[src/rtl/obb_pkg.sv]
// OBB state record, field widths and physics constants shared by the sequencer and its updater.
package obb_pkg;

    localparam int unsigned SIZE_W        = 8;
    localparam int unsigned INERTIA_W     = 16;
    localparam int unsigned INV_MASS_W    = 16;
    localparam int unsigned INV_INERTIA_W = 24;
    localparam int unsigned POS_W         = 24;
    localparam int unsigned VEL_W         = 24;
    localparam int unsigned ANGLE_W       = 11;
    localparam int unsigned OMEGA_W       = 11;

    // Position advances by velocity/8 per step.
    localparam int unsigned VEL_SHIFT     = 3;

    localparam logic signed [POS_W-1:0]   WORLD_BOUND = 24'sh400000;
    localparam logic signed [ANGLE_W-1:0] ANGLE_WRAP  = 11'sd804;

    typedef struct packed {
        logic [SIZE_W-1:0]          width;
        logic [SIZE_W-1:0]          height;
        logic [INERTIA_W-1:0]       inertia;
        logic [INV_MASS_W-1:0]      inv_mass;
        logic [INV_INERTIA_W-1:0]   inv_inertia;
        logic signed [POS_W-1:0]    pos_x;
        logic signed [POS_W-1:0]    pos_y;
        logic signed [VEL_W-1:0]    vel_x;
        logic signed [VEL_W-1:0]    vel_y;
        logic signed [ANGLE_W-1:0]  angle;
        logic signed [OMEGA_W-1:0]  omega;
    } obb_state_t;

    typedef enum logic [1:0] {
        IDLE,
        FETCH,
        COMMIT,
        DONE
    } seq_state_t;

endpackage

[src/rtl/obb_updater.sv]
// Combinational one-step OBB integrator: wall reflection, position advance and angle wrap.
module obb_updater
    import obb_pkg::*;
(
    input  obb_state_t prev,
    output obb_state_t next
);

    localparam logic signed [ANGLE_W:0] WRAP_EXT = (ANGLE_W + 1)'(ANGLE_WRAP);

    // Reverse velocity only when outside the world and still moving outward.
    function automatic logic signed [VEL_W-1:0] reflect(
        input logic signed [POS_W-1:0] pos,
        input logic signed [VEL_W-1:0] vel
    );
        logic outward;
        outward = (pos > WORLD_BOUND && !vel[VEL_W-1] && vel != '0) ||
                  (pos < -WORLD_BOUND && vel[VEL_W-1]);
        return outward ? -vel : vel;
    endfunction

    logic signed [VEL_W-1:0]   vel_x_n;
    logic signed [VEL_W-1:0]   vel_y_n;
    logic signed [ANGLE_W:0]   angle_sum;

    always_comb begin
        next      = prev;
        vel_x_n   = reflect(prev.pos_x, prev.vel_x);
        vel_y_n   = reflect(prev.pos_y, prev.vel_y);
        angle_sum = (ANGLE_W + 1)'($signed(prev.angle)) + (ANGLE_W + 1)'($signed(prev.omega));

        if (angle_sum >= WRAP_EXT) begin
            angle_sum = angle_sum - WRAP_EXT;
        end else if (angle_sum[ANGLE_W]) begin
            angle_sum = angle_sum + WRAP_EXT;
        end

        next.vel_x = vel_x_n;
        next.vel_y = vel_y_n;
        next.pos_x = prev.pos_x + POS_W'(vel_x_n >>> VEL_SHIFT);
        next.pos_y = prev.pos_y + POS_W'(vel_y_n >>> VEL_SHIFT);
        next.angle = angle_sum[ANGLE_W-1:0];
    end

endmodule

[src/rtl/obb_state_sequencer.sv]
// Sweeps every OBB slot through obb_updater once per accepted frame_tick.
// Define OBB_LOAD_PORT_EN to add the host load port (ld_valid/ld_idx/ld_state/ld_ready).
module obb_state_sequencer
    import obb_pkg::*;
#(
    parameter int unsigned NUM_OBB = 8,
    parameter int unsigned IDX_W   = 3
) (
    input  logic             clk,
    input  logic             reset_n,
    input  logic             frame_tick,
    output logic             busy,
    output logic             done,
    output logic             overrun,
    input  logic [IDX_W-1:0] rd_idx,
    output obb_state_t       rd_state
`ifdef OBB_LOAD_PORT_EN
    ,
    input  logic             ld_valid,
    input  logic [IDX_W-1:0] ld_idx,
    input  obb_state_t       ld_state,
    output logic             ld_ready
`endif
);

    localparam logic [IDX_W-1:0] LAST_IDX = IDX_W'(NUM_OBB - 1);

    seq_state_t       state;
    seq_state_t       next_state;
    logic [IDX_W-1:0] idx;
    logic [IDX_W-1:0] idx_next;
    logic             fetch_c;
    logic             commit_c;
    logic             tick_accept_c;
    logic             tick_drop_c;

    obb_state_t       slots [NUM_OBB];
    obb_state_t       prev_state;
    obb_state_t       upd_state;

    obb_updater u_updater (
        .prev (prev_state),
        .next (upd_state)
    );

    always_ff @(posedge clk or negedge reset_n) begin
        if (!reset_n) begin
            state <= IDLE;
            idx   <= '0;
        end else begin
            state <= next_state;
            idx   <= idx_next;
        end
    end

    always_comb begin
        next_state    = state;
        idx_next      = idx;
        fetch_c       = 1'b0;
        commit_c      = 1'b0;
        tick_accept_c = 1'b0;
        tick_drop_c   = 1'b0;
        case (state)
            IDLE: begin
                if (frame_tick) begin
                    tick_accept_c = 1'b1;
                    idx_next      = '0;
                    next_state    = FETCH;
                end
            end
            FETCH: begin
                fetch_c    = 1'b1;
                next_state = COMMIT;
            end
            COMMIT: begin
                commit_c = 1'b1;
                if (idx == LAST_IDX) begin
                    next_state = DONE;
                end else begin
                    idx_next   = idx + IDX_W'(1);
                    next_state = FETCH;
                end
            end
            DONE: begin
                idx_next   = '0;
                next_state = IDLE;
            end
            default: next_state = IDLE;
        endcase
        if (state != IDLE) begin
            tick_drop_c = frame_tick;
        end
    end

    // done trails the DONE state by one cycle so it lands 2*NUM_OBB+1 edges after the tick.
    always_ff @(posedge clk or negedge reset_n) begin
        if (!reset_n) begin
            busy    <= 1'b0;
            done    <= 1'b0;
            overrun <= 1'b0;
        end else begin
            busy <= (next_state != IDLE);
            done <= (state == DONE);
            if (tick_accept_c) begin
                overrun <= 1'b0;
            end else if (tick_drop_c) begin
                overrun <= 1'b1;
            end
        end
    end

`ifdef OBB_LOAD_PORT_EN
    always_ff @(posedge clk or negedge reset_n) begin
        if (!reset_n) begin
            ld_ready <= 1'b1;
        end else begin
            ld_ready <= (next_state == IDLE);
        end
    end
`endif

    // A load lands at the tick edge, so the first FETCH of that sweep already sees it.
    always_ff @(posedge clk or negedge reset_n) begin
        if (!reset_n) begin
            for (int unsigned i = 0; i < NUM_OBB; i++) begin
                slots[i] <= '0;
            end
            prev_state <= '0;
            rd_state   <= '0;
        end else begin
            rd_state <= slots[rd_idx];
            if (fetch_c) begin
                prev_state <= slots[idx];
            end
            if (commit_c) begin
                slots[idx] <= upd_state;
            end
`ifdef OBB_LOAD_PORT_EN
            if (ld_valid && ld_ready) begin
                slots[ld_idx] <= ld_state;
            end
`endif
        end
    end

endmodule

[config.mk]
export PLATFORM = sky130hd
export DESIGN_NAME = obb_state_sequencer
export DESIGN_NICKNAME = d
export VERILOG_FILES = /design/src/rtl/obb_pkg.sv /design/src/rtl/obb_updater.sv /design/src/rtl/obb_state_sequencer.sv
export SDC_FILE = /design/constraint.sdc
export NUM_CORES = 2
export LEC_CHECK = 0
export CAP_MARGIN = 40
export CORE_ASPECT_RATIO = 1.4
export CORE_MARGIN = 10
export CORE_UTILIZATION = 50
export DETAILED_ROUTE_END_ITERATION = 16
export PLACE_DENSITY = 0.66
export SLEW_MARGIN = 20
export SYNTH_ARGS = -nofsm -noshare
export SYNTH_HDL_FRONTEND = slang
export SYNTH_SLANG_ARGS = --single-unit
[constraint.sdc]
create_clock -name clk -period 5.55 [get_ports clk]
set_input_delay 1.11 -clock clk [delete_from_list [all_inputs] [get_ports clk]]
set_output_delay 1.11 -clock clk [all_outputs]
set_load 0.01 [all_outputs]
==> flow_metrics.py <==
metrics = {
    "timing": {
        "finalHoldViolCount": 0,
        "slew_headroom_pct": 30.7,
        "tightest_slew_ps": 1040,
        "fin_crit_ps": 5320,
        "drv_slew": 0,
        "min_period_over_period_pct": 95.8,
        "finClkSkew_ps": 36.3,
        "fmax_mhz": 188,
        "setup_viol": 0,
        "fin_ws_ps": 233,
    },
    "critical_path": {
        "worstSetupPathType": "register to register",
        "cp_slowest_cell": "or4_1",
        "cp_max_fo": 23,
        "max_stage_delay_ps": 580,
        "r2r-start": "prev_state[56]",
        "critical_path_arrival_ps": 5980,
        "worst_setup_path_end_kind": "register",
        "cp_data_required_time_ps": 6210,
        "worstPathCellList": "or4_1, or3_1, nor2_1, a41o_1, o22ai_4, o31ai_1, xor2_1, inv_1, ha_1, a21o_1, a21o_1, a21o_1, a221o_1, nor4_1, buf_4, nor2_1, a41oi_2, xor2_2, o21ai_0",
        "cp_common_cell": "a21o_1",
        "cp-startpoint": "prev_state[56]",
        "critPathLaunchType": "register",
        "worstPathBufferInverterCount": 2,
        "critPathTopFamily": "compound AO/OA/AOI/OAI gates",
    },
    "clock_tree": {
        "cts_made_buffers": 185,
        "htree_num_levels": 4,
        "clock_latency_ps": 850,
        "clkTransAtPathRegs_ps": 60,
        "clock_sinks": 1908,
        "cts_buffer_depth": 3,
        "cts-root-buf": "clkbuf_16",
        "ctsHoldBuffers": 0,
        "cts_tree": "yes",
    },
    "final_layout": {
        "register_area_um2": 47800,
        "area_delta_synth_final_pct": 12.2,
        "fin_nets": 8541,
        "fin_cells": 11074,
        "fin_util_pct": 56.6,
        "drive_above_1_share_pct": 18.5,
        "final_cell_mix": "nand2_1, dfrtp_1, o21ai_0, mux4_2, mux2_2",
        "multiInputGateArea_um2": 43400,
        "final_common_cell": "nand2_1",
        "fillers": 15440,
    },
    "floorplanning": {
        "rows": 187,
        "coreArea_um2": 186000,
        "die_height_um": 532,
        "die_x_um": 386,
        "dieArea_um2": 205000,
        "ios": 199,
        "initial_utilization_pct": 50.4,
    },
    "min_path": {
        "min_path_type": "input pin to async pin",
    },
    "pwr": {
        "switching_share_pct": 28.3,
        "powerDensity_nw_per_um2": 298,
        "pwr-share-seq_pct": 45.1,
        "switchingPower_mw": 8.84,
        "combPwrFrac_pct": 13.4,
        "clockPowerShare_pct": 41.5,
        "vdd_drop_max_v": 0.000373,
        "leakagePower_nw": 48.9,
        "intPower_mw": 22.4,
    },
    "placement": {
        "place_inst": 10728,
        "gp_congestion": 0.891,
        "io_buffers": 198,
        "dp_hpwl_um": 154000,
        "pre_cts_slack_ps": 40.2,
    },
    "grt": {
        "first_global_vias": 68849,
        "antenna_found_initial": 6,
        "grt_usage_pct": 25.8,
        "grt_max_degree": 175,
        "grt_overflow": 0,
        "grt_pass1_wl_um": 414000,
    },
    "run": {
        "drv_cap": 0,
    },
    "synth": {
        "synth.distinct_cells": 71,
        "synth_seq_cells": 1908,
        "synthCells": 8553,
        "synth-async-reset-ratio_pct": 100,
        "ys_seq_area_share_pct": 51.0,
        "syn-cell-area_um2": 93700,
        "syn_nets": 8628,
        "synth_flop_cell": "dfrtp_1",
        "synth-edff-count": 0,
        "synth.avg_cell_area_um2": 11.0,
        "yosysWarnings": 0,
    },
    "route": {
        "detail-route-antenna-nets": 0,
        "num_vias": 66939,
        "drtPass1Iterations": 6,
        "drc_errors": 0,
        "wl_per_cell_um": 24.1,
        "drt-initial-drc-count": 6274,
        "wl_um": 267000,
        "via_per_inst": 6.04,
    },
    "outcome": {
        "outcome": "complete, no violations",
    },
}
==> kinds of logic after synthesis <==
kind of cell,synth area share (%)
and+or+nand+nor,14.1
DFF,51.0
muxes,23.5
AOI/OAI and AO/OA,6.39
buffers and inverters,3.00
xor gates and xnor gates,1.10
adders and majority gates,0.946
==> per-stage QoR <==
stage | hold WS (ps) | TNS (ps) | area (um2) | power (mW)
2_1_floorplan | 454 | 0 | 93700 | 16.7
3_3_place_gp | 472 | 0 | 98400 | 18.4
4_1_cts | 245 | 0 | 105000 | 31.5
3_5_place_dp | 480 | 0 | 98600 | 18.5
5_1_grt | 271 | -140 | 105000 | 32.3
6_report | 264 | 0 | 105000 | 31.3
==> cell usage after synthesis (4+ instances only) <==
library cell | number | area (um2)
o21a_1 | 6 | 45.0
nand3_1 | 16 | 80.1
a211oi_1 | 11 | 82.6
a221oi_1 | 4 | 35.0
xor2_2 | 15 | 244
or2_2 | 5 | 31.3
mux2_2 | 255 | 2870
mux4_2 | 760 | 17100
xor2_4 | 4 | 110
mux2i_1 | 204 | 2040
buf_1 | 81 | 304
o31ai_4 | 5 | 106
nand3b_1 | 5 | 37.5
dfrtp_1 | 1908 | 47700
nor3_1 | 10 | 50.1
clkbuf_1 | 584 | 2190
o211ai_1 | 8 | 60.1
o22ai_1 | 16 | 100
or3_1 | 4 | 25.0
inv_1 | 68 | 255
o21ai_2 | 5 | 43.8
nor4_1 | 16 | 100
o21ai_0 | 849 | 4250
or4_1 | 7 | 52.6
o21bai_1 | 5 | 37.5
xnor2_1 | 26 | 228
o41ai_1 | 6 | 52.6
nand2b_1 | 22 | 138
xor2_1 | 49 | 429
and2_1 | 5 | 31.3
and3_1 | 7 | 43.8
a211o_1 | 5 | 43.8
o31ai_1 | 10 | 75.1
a21oi_1 | 63 | 315
nand2_1 | 3225 | 12100
ha_1 | 66 | 826
nor2b_1 | 18 | 113
a21o_1 | 16 | 120
buf_2 | 4 | 20.0
nand4_1 | 6 | 37.5
nor2_1 | 72 | 270
o21ai_1 | 54 | 270
==> power by group through the flow <==
stage               logic, mW  registers (mW)  clock network, mW
global placement         4.07            14.4                  0
global route             4.38            14.1               13.8
detailed placement       4.16            14.4                  0
finish                   4.19            14.1               13.0
CTS                      4.16            14.1               13.2
floorplan                2.47            14.3                  0
==> repair_timing <==
action	CTS	global route
resized for setup	0	18
setup endpoints to repair	0	93
buffers inserted	0	2
==> worst paths after layout <==
path	cells past startpoint	slack, ps	to
max in group asynchronous	2	3970	rd_state[188]
max	19	230	slots[304]
min in group clk	2	500	prev_state[11]
max reg2reg	19	230	slots[304]
min reg2reg	2	500	prev_state[11]
min	1	260	slots[1079]
==> registers in the layout (all words and copies together), names as in the netlist <==
| register | cells |
|---|---|
| slots | 1520 |
| prev_state | 190 |
| rd_state | 190 |
| idx | 3 |
| state | 2 |
| busy | 1 |
| done | 1 |
| overrun | 1 |
==> cell type report <==
class,count,share of cell area [%]
Timing Repair Buffer,398,4.20
Inverter,68,0.243
Clock buffer,263,5.09
Clock inverter,74,0.841
Sequential cell,1908,45.4
Tap cell,2457,2.93
Multi-Input combinational cell,5905,41.3
Antenna cell,1,0.00238
==> routing by layer <==
metal | routed length (um) | GRT usage, % | share of wire [%] | up-vias
met5 | 20 | 0 | 0.0075 | -
met4 | 8590 | 8.61 | 3.2 | 2
met3 | 19400 | 4.42 | 7.3 | 533
met2 | 130000 | 42.2 | 49 | 2647
met1 | 108000 | 34.8 | 41 | 34510
li1 | - | - | - | 29247
(Power assumes the default switching activity.)
